--- src/rtl/seg_pkg.sv ---
// Shared constants for the seven-segment scanner:
// active-low hex glyphs, blank pattern and scan phase type.
package seg_pkg;

  localparam logic [6:0] SEG_BLANK = 7'h7F;

  // Index = hex value; bit 6 = a ... bit 0 = g, 0 lights a segment.
  localparam logic [6:0] GLYPH [16] = '{
    7'b0000001, 7'b1001111, 7'b0010010, 7'b0000110,
    7'b1001100, 7'b0100100, 7'b0100000, 7'b0001111,
    7'b0000000, 7'b0001100, 7'b0001000, 7'b1100000,
    7'b0110001, 7'b1000010, 7'b0110000, 7'b0111000
  };

  typedef enum logic {
    BLANK,
    DRIVE
  } phase_t;

endpackage

--- src/rtl/seg_hex_lut.sv ---
// Combinational hex to active-low seven-segment glyph lookup.
// Pure table read, no state.
module seg_hex_lut
  import seg_pkg::*;
(
  input  logic [3:0] hex,
  output logic [6:0] seg
);

  assign seg = GLYPH[hex];

endmodule

--- src/rtl/seven_seg_scanner.sv ---
// Time-multiplexed common-anode seven-segment scanner with
// per-slot blanking and a frame-coherent input snapshot.
module seven_seg_scanner
  import seg_pkg::*;
#(
  parameter int NUM_DIGITS       = 2,
  parameter int SLOT_CYCLES      = 24000,
  parameter int BLANK_CYCLES     = 16,
  parameter int ANODE_ACTIVE_LOW = 1,
  localparam int IW = (NUM_DIGITS > 1) ? $clog2(NUM_DIGITS) : 1
)(
  input  logic                    clk,
  input  logic                    reset,
  input  logic [4*NUM_DIGITS-1:0] digits,
  input  logic [NUM_DIGITS-1:0]   digit_en,
  input  logic [NUM_DIGITS-1:0]   dp,
  input  logic                    lz_suppress,
  output logic [6:0]              seg,
  output logic                    dp_n,
  output logic [NUM_DIGITS-1:0]   anode,
  output logic [IW-1:0]           digit_idx
);

  localparam int CW = (SLOT_CYCLES > 1) ? $clog2(SLOT_CYCLES) : 1;
  localparam logic [CW-1:0] CNT_LAST = CW'(SLOT_CYCLES - 1);
  localparam logic [CW-1:0] CNT_BEND = CW'(BLANK_CYCLES - 1);
  localparam logic [IW-1:0] IDX_LAST = IW'(NUM_DIGITS - 1);
  localparam logic [NUM_DIGITS-1:0] AN_OFF =
    (ANODE_ACTIVE_LOW != 0) ? '1 : '0;

  logic [CW-1:0]           cnt;
  logic [IW-1:0]           idx;
  phase_t                  phase;
  logic [4*NUM_DIGITS-1:0] dig_s;
  logic [NUM_DIGITS-1:0]   en_s;
  logic [NUM_DIGITS-1:0]   dp_s;
  logic                    lz_s;

  logic [NUM_DIGITS-1:0] supp;
  logic [NUM_DIGITS-1:0] onehot;
  logic                  zrun;
  logic [3:0]            cur_hex;
  logic                  cur_en;
  logic                  cur_dp;
  logic                  cur_supp;
  logic [6:0]            cur_glyph;
  logic                  lit;

  // Suppress digit i when it and every higher digit is zero.
  always_comb begin
    supp = '0;
    zrun = lz_s;
    for (int i = NUM_DIGITS - 1; i > 0; i--) begin
      zrun    = zrun && (dig_s[4*i +: 4] == 4'h0);
      supp[i] = zrun;
    end
  end

  always_comb begin
    cur_hex  = 4'h0;
    cur_en   = 1'b0;
    cur_dp   = 1'b0;
    cur_supp = 1'b0;
    onehot   = '0;
    for (int i = 0; i < NUM_DIGITS; i++) begin
      if (idx == IW'(i)) begin
        cur_hex   = dig_s[4*i +: 4];
        cur_en    = en_s[i];
        cur_dp    = dp_s[i];
        cur_supp  = supp[i];
        onehot[i] = 1'b1;
      end
    end
  end

  seg_hex_lut u_lut (
    .hex (cur_hex),
    .seg (cur_glyph)
  );

  assign lit = (phase == DRIVE) && cur_en && !cur_supp;

  // cnt/idx/phase name the position being emitted at the next edge.
  always_ff @(posedge clk or negedge reset) begin
    if (!reset) begin
      cnt       <= '0;
      idx       <= '0;
      phase     <= BLANK;
      dig_s     <= '0;
      en_s      <= '0;
      dp_s      <= '0;
      lz_s      <= 1'b0;
      seg       <= SEG_BLANK;
      dp_n      <= 1'b1;
      anode     <= AN_OFF;
      digit_idx <= '0;
    end else begin
      digit_idx <= idx;
      if (cnt == '0 && idx == '0) begin
        dig_s <= digits;
        en_s  <= digit_en;
        dp_s  <= dp;
        lz_s  <= lz_suppress;
      end
      if (lit) begin
        seg   <= cur_glyph;
        dp_n  <= ~cur_dp;
        anode <= onehot ^ AN_OFF;
      end else begin
        seg   <= SEG_BLANK;
        dp_n  <= 1'b1;
        anode <= AN_OFF;
      end
      unique case (phase)
        BLANK: if (cnt == CNT_BEND) phase <= DRIVE;
        DRIVE: if (cnt == CNT_LAST) phase <= BLANK;
        default: phase <= BLANK;
      endcase
      if (cnt == CNT_LAST) begin
        cnt <= '0;
        idx <= (idx == IDX_LAST) ? '0 : idx + IW'(1);
      end else begin
        cnt <= cnt + CW'(1);
      end
    end
  end

endmodule

--- config.mk ---
export PLATFORM = sky130hd
export DESIGN_NAME = seven_seg_scanner
export DESIGN_NICKNAME = d
export VERILOG_FILES = /design/src/rtl/seg_pkg.sv /design/src/rtl/seg_hex_lut.sv /design/src/rtl/seven_seg_scanner.sv
export SDC_FILE = /design/constraint.sdc
export NUM_CORES = 1
export LEC_CHECK = 0
export ABC_AREA = 1
export CORE_MARGIN = 2
export CORE_UTILIZATION = 45
export CTS_CLUSTER_SIZE = 14
export DETAILED_ROUTE_END_ITERATION = 7
export PLACE_DENSITY_LB_ADDON = 0.3
export SKIP_LAST_GASP = 1
export SYNTH_ARGS = -nofsm -noshare
export SYNTH_HDL_FRONTEND = slang
export SYNTH_SLANG_ARGS = --single-unit
--- constraint.sdc ---
create_clock -name clk -period 4.1 [get_ports clk]
set_clock_uncertainty 0.05 [all_clocks]
set_input_delay 0.82 -clock clk [delete_from_list [all_inputs] [get_ports clk]]
set_output_delay 0.82 -clock clk [all_outputs]
set_load 0.03 [all_outputs]
==> results by group, run 1 <==
Status
  • Status: complete, no violations

Timing
  • RSZ-0062 raised after global routing: no
  • Worst hold slack: 0.425 ns
  • Endpoints failing hold: 0
  • Slew margin rel.: 42.4%
  • # setup viols final: 0
  • TNS Setup: 0 ns
  • Worst Tran Pin Value: 0.864 ns
  • Final Max Slew Viols: 0
  • Final Cycle Share: 56.9%
  • Fmax: 0.429 GHz
  • Minimum clock period after layout: 2.33 ns

Detailed routing
  • Final antenna-violating net count: 0
  • Drt first-iter violations: 95
  • Drt first pass iters: 4
  • WL final: 4100 µm
  • DR vias: 1791
  • Vias per inst: 4.63
  • Routed WL per cell: 10.6 µm
  • DR DRC count: 0

GRT
  • Met2 Usage GRT: 26.4%
  • Initial antenna violation count: 0
  • Vias in the first global route: 1623
  • Most Crowded Layer GR: met2
  • First-pass GRT wire length: 7270 µm
  • Largest net degree at the start of global routing: 42
  • M1 GR Usage: 24.0%
  • Total global routing overflow: 0
  • GRT met3 Usage: 4.02%
  • Overall Global Routing Usage: 17.1%

Critical path
  • Worst reg-to-reg setup slack: 2.11 ns
  • R2R Path Start: idx
  • Depth of the most critical reg-to-reg path: 9
  • CP Launch Type: register
  • Top delay family on crit path: buffers and inverters
  • CP Class: reg2out
  • Critical path's largest stage delay: 0.66 ns
  • Worst EP required: 3.23 ns
  • Buffers & Inverters on Critical Path: 1
  • Worst Path Arrival: 1.46 ns
  • Crit path cell chain: clkdlybuf4s50_1
  • FF-to-FF End: seg[3]
  • Max FO, Critical Path: 1
  • CP max stage cell: clkdlybuf4s50_1
  • Critical path capture point type: output pin

Worst hold path
  • WHS Endpoint: dig_s[3]
  • Hold path depth: 2
  • HP Start: dig_s[3]
  • Min-delay worst type: reg2reg

Place
  • Final HPWL DP: 3040 µm
  • Gpl congestion: 0.829
  • Port buffer count: 25

Clock tree
  • CTS sink cnt: 41
  • Maximum buffer depth of the clock tree: 2
  • Post_cts resized: 0
  • Postcts setup bufs: 0
  • Skew-Pair Late Insertion Delay: 0.28 ns
  • CTS Buf Count: 5
  • CTS tree: done
  • Clock root cell: clkbuf_8
  • Number of hold buffers added after CTS: 0
  • H-tree Lvls: 2
  • Clk slew on worst S/H paths: 0.08 ns

Power and ir drop
  • Sequential power share: 50.8%
  • P_sw: 0.000187 W
  • Pint: 0.000654 W
  • PD cells: 318 mW/mm²
  • Lkg Pwr: 1.29 nW
  • Clock Power Share: 39.5%
  • Switching share of power: 22.3%
  • Combinational share of power: 9.7%
  • Pwr Total: 0.000842 W
  • VDD IR-drop max: 0.000191 V

Synthesis
  • Ys flop type: dfrtp_1
  • Yosys reg bits: 41
  • Synthesized Nets: 315
  • Post-synth EDFFs: 0
  • Warnings from Yosys: 0
  • Cell variety after synth: 22
  • Sequential-to-total area share from yosys stat: 46.2%
  • Asr flop ratio synth: 100%
  • Post-Syn Area: 0.00225 mm²
  • Avg Cell Area, Syn: 7.69 µm²
  • Cells after synthesis: 292

Floorplanning
  • Core Region: 0.00475 mm²
  • Chip Width: 74.6 µm
  • Die Y: 74.6 µm
  • Die ar.: 0.00557 mm²
  • IO Count: 26
  • Initial Utilization: 47.2%
  • Rows: 25

Cells and area
  • Register area: 0.00104 mm²
  • Commonest cells after routing, fill and taps aside: 105 x nand2_1, 37 x nor2_1, 37 x nand3_1, 31 x dfrtp_1, 29 x inv_1
  • Share of layout cells above drive strength 1: 10.0%
  • Area delta synth->final: 17.8%
  • Fill count: 456
  • Multi-input combinational cell area: 0.00105 mm²
  • Leading cell type in the layout, fill and taps excluded: nand2_1
  • # nets final: 342
  • N_diodes: 0

Flow run
  • Max-cap violations: 0
flip-flops by register name, summed over array words and instances (netlist names):
| register | cells |
|---|---|
| dp_n | 1 |
| phase | 1 |
| idx | 1 |
| anode | 2 |
| dig_s | 8 |
| en_s | 2 |
| dp_s | 2 |
| seg | 7 |
| digit_idx | 1 |
| lz_s | 1 |
| cnt | 15 |
per-stage QoR:
stage	setup WS, ns	instances	cell area (µm²)	utilization (%)
after floorplan	2.60	292	2250	-
after global placement	2.08	379	2530	53.2
after detailed placement	2.07	379	2530	53.2
after CTS	1.75	387	2650	55.7
after global routing	1.72	387	2650	55.7
final	1.77	387	2650	55.7
power groups by stage:
stage	Sequential, W	Combinational (W)	Clock (W)
2_1_floorplan	0.000449	0.0000298	0
5_1_grt	0.000429	0.0000924	0.000359
6_report	0.000427	0.0000817	0.000333
3_3_place_gp	0.000435	0.0000820	0
3_5_place_dp	0.000435	0.0000832	0
4_1_cts	0.000428	0.0000832	0.000339
synthesized netlist by cell type (3+ instances only):
master / number / area (µm²)
buf_4: 3 / 22.5
dfrtp_1: 31 / 776
dfstp_2: 10 / 263
ha_1: 8 / 100
inv_1: 29 / 109
nand2_1: 105 / 394
nand2_2: 3 / 18.8
nand3_1: 37 / 185
nand4_1: 6 / 37.5
nor2_1: 37 / 139
nor2_4: 4 / 45.0
xor2_1: 6 / 52.6
area by class of cell:
| cell class | count | area share, % |
|---|---|---|
| multi-input cells | 216 | 39.7 |
| clock inverters | 1 | 1.13 |
| well taps | 67 | 3.17 |
| inverters | 30 | 4.26 |
| repair buffers | 25 | 9.27 |
| flip-flops and latches | 41 | 39.2 |
| clock buffers | 7 | 3.26 |
cell families after synthesis:
family / after synthesis / share of synthesized area, %
flip-flops: 41 / 46.2
XOR/XNOR: 7 / 2.73
adder cells (fa/ha/maj): 8 / 4.46
buffers and inverters: 35 / 7.02
AND/OR/NAND/NOR: 198 / 38.7
AO/OA/AOI/OAI: 3 / 0.835
worst max path at each step:
stage	start	endpoint	slack [ns]	cells past startpoint
3_5_place_dp	seg[2]	seg[2]	2.07	1
3_3_place_gp	seg[2]	seg[2]	2.08	1
6_report	seg[2]	seg[2]	1.77	1
4_1_cts	seg[2]	seg[2]	1.75	1
5_1_grt	anode[0]	anode[0]	1.72	1
2_1_floorplan	idx	seg[3]	2.60	10
routing by layer:
layer	part of all wire (%)	up-vias
met5	0	-
met3	2.7	4
li1	-	959
met4	1.1	0
met1	52	800
met2	45	28
(Power assumes the default switching activity.)
==> inputs of run 2 (changes only) <==
Clock period 4.1 ns to 2.04 ns, I/O delays scaled along.
==> results by group, run 2 (synthesis results as in run 1) <==
Power and ir drop
  • Lkg Pwr: 1.30 nW
  • Sequential power share: 55.7%
  • P_sw: 0.000387 W
  • Combinational share of power: 11.0%
  • Switching share of power: 25.1%
  • Clock Power Share: 33.3%
  • Pint: 0.00116 W
  • VDD IR-drop max: 0.000307 V
  • PD cells: 581 mW/mm²
  • Pwr Total: 0.00154 W

Worst hold path
  • Min-delay worst type: in2async

GRT
  • M1 GR Usage: 24.1%
  • Overall Global Routing Usage: 17.0%
  • Largest net degree at the start of global routing: 22
  • Vias in the first global route: 1615
  • Met2 Usage GRT: 25.1%
  • Initial antenna violation count: 0
  • Total global routing overflow: 0
  • First-pass GRT wire length: 7170 µm
  • Most Crowded Layer GR: met2
  • GRT met3 Usage: 3.88%

Cells and area
  • Largest register FFs: 15
  • Reg with most FFs: cnt
  • Finished Layout Cells: 391
  • Leading cell type in the layout, fill and taps excluded: nand2_1
  • Share of layout cells above drive strength 1: 11.1%
  • Largest regs: cnt (15), dig_s (8), seg (7)
  • # nets final: 346
  • Commonest cells after routing, fill and taps aside: 105 x nand2_1, 37 x nor2_1, 37 x nand3_1, 31 x dfrtp_1, 29 x inv_1
  • Area delta synth->final: 18.4%
  • N_diodes: 0

Critical path
  • Critical path capture point type: output pin
  • Crit path cell chain: clkdlybuf4s50_1
  • Worst EP required: 1.58 ns
  • Critical path's largest stage delay: 0.65 ns
  • Worst Path Arrival: 1.46 ns
  • CP Launch Type: register
  • CP max stage cell: clkdlybuf4s50_1
  • CP Class: reg2out
  • Buffers & Inverters on Critical Path: 1
  • Max FO, Critical Path: 1
  • Top delay family on crit path: buffers and inverters

Clock tree
  • Number of hold buffers added after CTS: 0
  • CTS tree: done
  • CTS Buf Count: 5
  • Skew-Pair Late Insertion Delay: 0.29 ns
  • Post_cts resized: 0
  • CTS sink cnt: 41
  • H-tree Lvls: 2
  • Clk slew on worst S/H paths: 0.08 ns
  • Postcts setup bufs: 0
  • Clock root cell: clkbuf_8
  • Maximum buffer depth of the clock tree: 2

Timing
  • Slew margin rel.: 67.1%
  • Final Cycle Share: 94.1%
  • # setup viols final: 0
  • Worst Tran Pin Value: 0.494 ns
  • TNS Setup: 0 ns
  • Worst hold slack: 0.0197 ns
  • Fmax: 0.521 GHz
  • Endpoints failing hold: 0
  • Minimum clock period after layout: 1.92 ns
  • Setup ws final: 0.121 ns
  • Final Max Slew Viols: 0
  • RSZ-0062 raised after global routing: no

Floorplanning
  • Chip Width: 74.6 µm
  • IO Count: 26
  • Die Y: 74.6 µm
  • Rows: 25
  • Initial Utilization: 47.2%
  • Die ar.: 0.00557 mm²
  • Core Region: 0.00475 mm²

Detailed routing
  • Vias per inst: 4.70
  • Routed WL per cell: 10.7 µm
  • DR DRC count: 0
  • Final antenna-violating net count: 0
  • Drt first pass iters: 4
  • WL final: 4180 µm
  • DR vias: 1839
  • Drt first-iter violations: 112

Place
  • Port buffer count: 25
  • Setup WS pre-CTS: 0.350 ns
  • Final HPWL DP: 3110 µm
  • Gpl congestion: 0.839
  • Placed Cells: 383

Status
  • Status: complete, no violations

Flow run
  • Max-cap violations: 0
[run 2: power by group through the flow]
stage,Sequential (W),Clock [W],Combinational (W)
after floorplan,0.000902,0,0.0000599
after global placement,0.000875,0,0.000169
after detailed placement,0.000875,0,0.000171
after CTS,0.000860,0.000545,0.000171
after global routing,0.000863,0.000569,0.000191
final,0.000860,0.000515,0.000169
[run 2: path summary, 6_finish.rpt]
check | depth (start not counted) | end | startpoint | slack (ns)
max | 1 | seg[1] | seg[1] | 0.12
min | 1 | dp_s[1] | reset | 0.02
max reg2reg | 9 | seg[3] | idx | 0.33
min reg2reg | 2 | dig_s[1] | dig_s[1] | 0.44
max in group asynchronous | 2 | anode[0] | reset | 1.36
min in group clk | 2 | dig_s[1] | dig_s[1] | 0.44
[run 2: metrics by stage]
stage | area [µm²] | util (%)
6_report | 2660 | 55.9
5_1_grt | 2660 | 55.9
4_1_cts | 2660 | 55.9
3_5_place_dp | 2570 | 54.1
3_3_place_gp | 2570 | 54.1
2_1_floorplan | 2250 | -
[run 2: per-layer routing]
| metal | up-vias | part of all wire, % |
|---|---|---|
| met5 | - | 0 |
| met4 | 0 | 1.4 |
| met3 | 4 | 3.8 |
| met2 | 38 | 44 |
| met1 | 826 | 51 |
| li1 | 971 | - |
[run 2: final cells by class]
type	instances	area, µm²
Inverter	30	113
Sequential cell	41	1040
Fill cell	458	2100
Clock inverter	3	17.5
Tap cell	67	83.8
Clock buffer	5	68.8
Timing Repair Buffer	29	288
Multi-Input combinational cell	216	1050
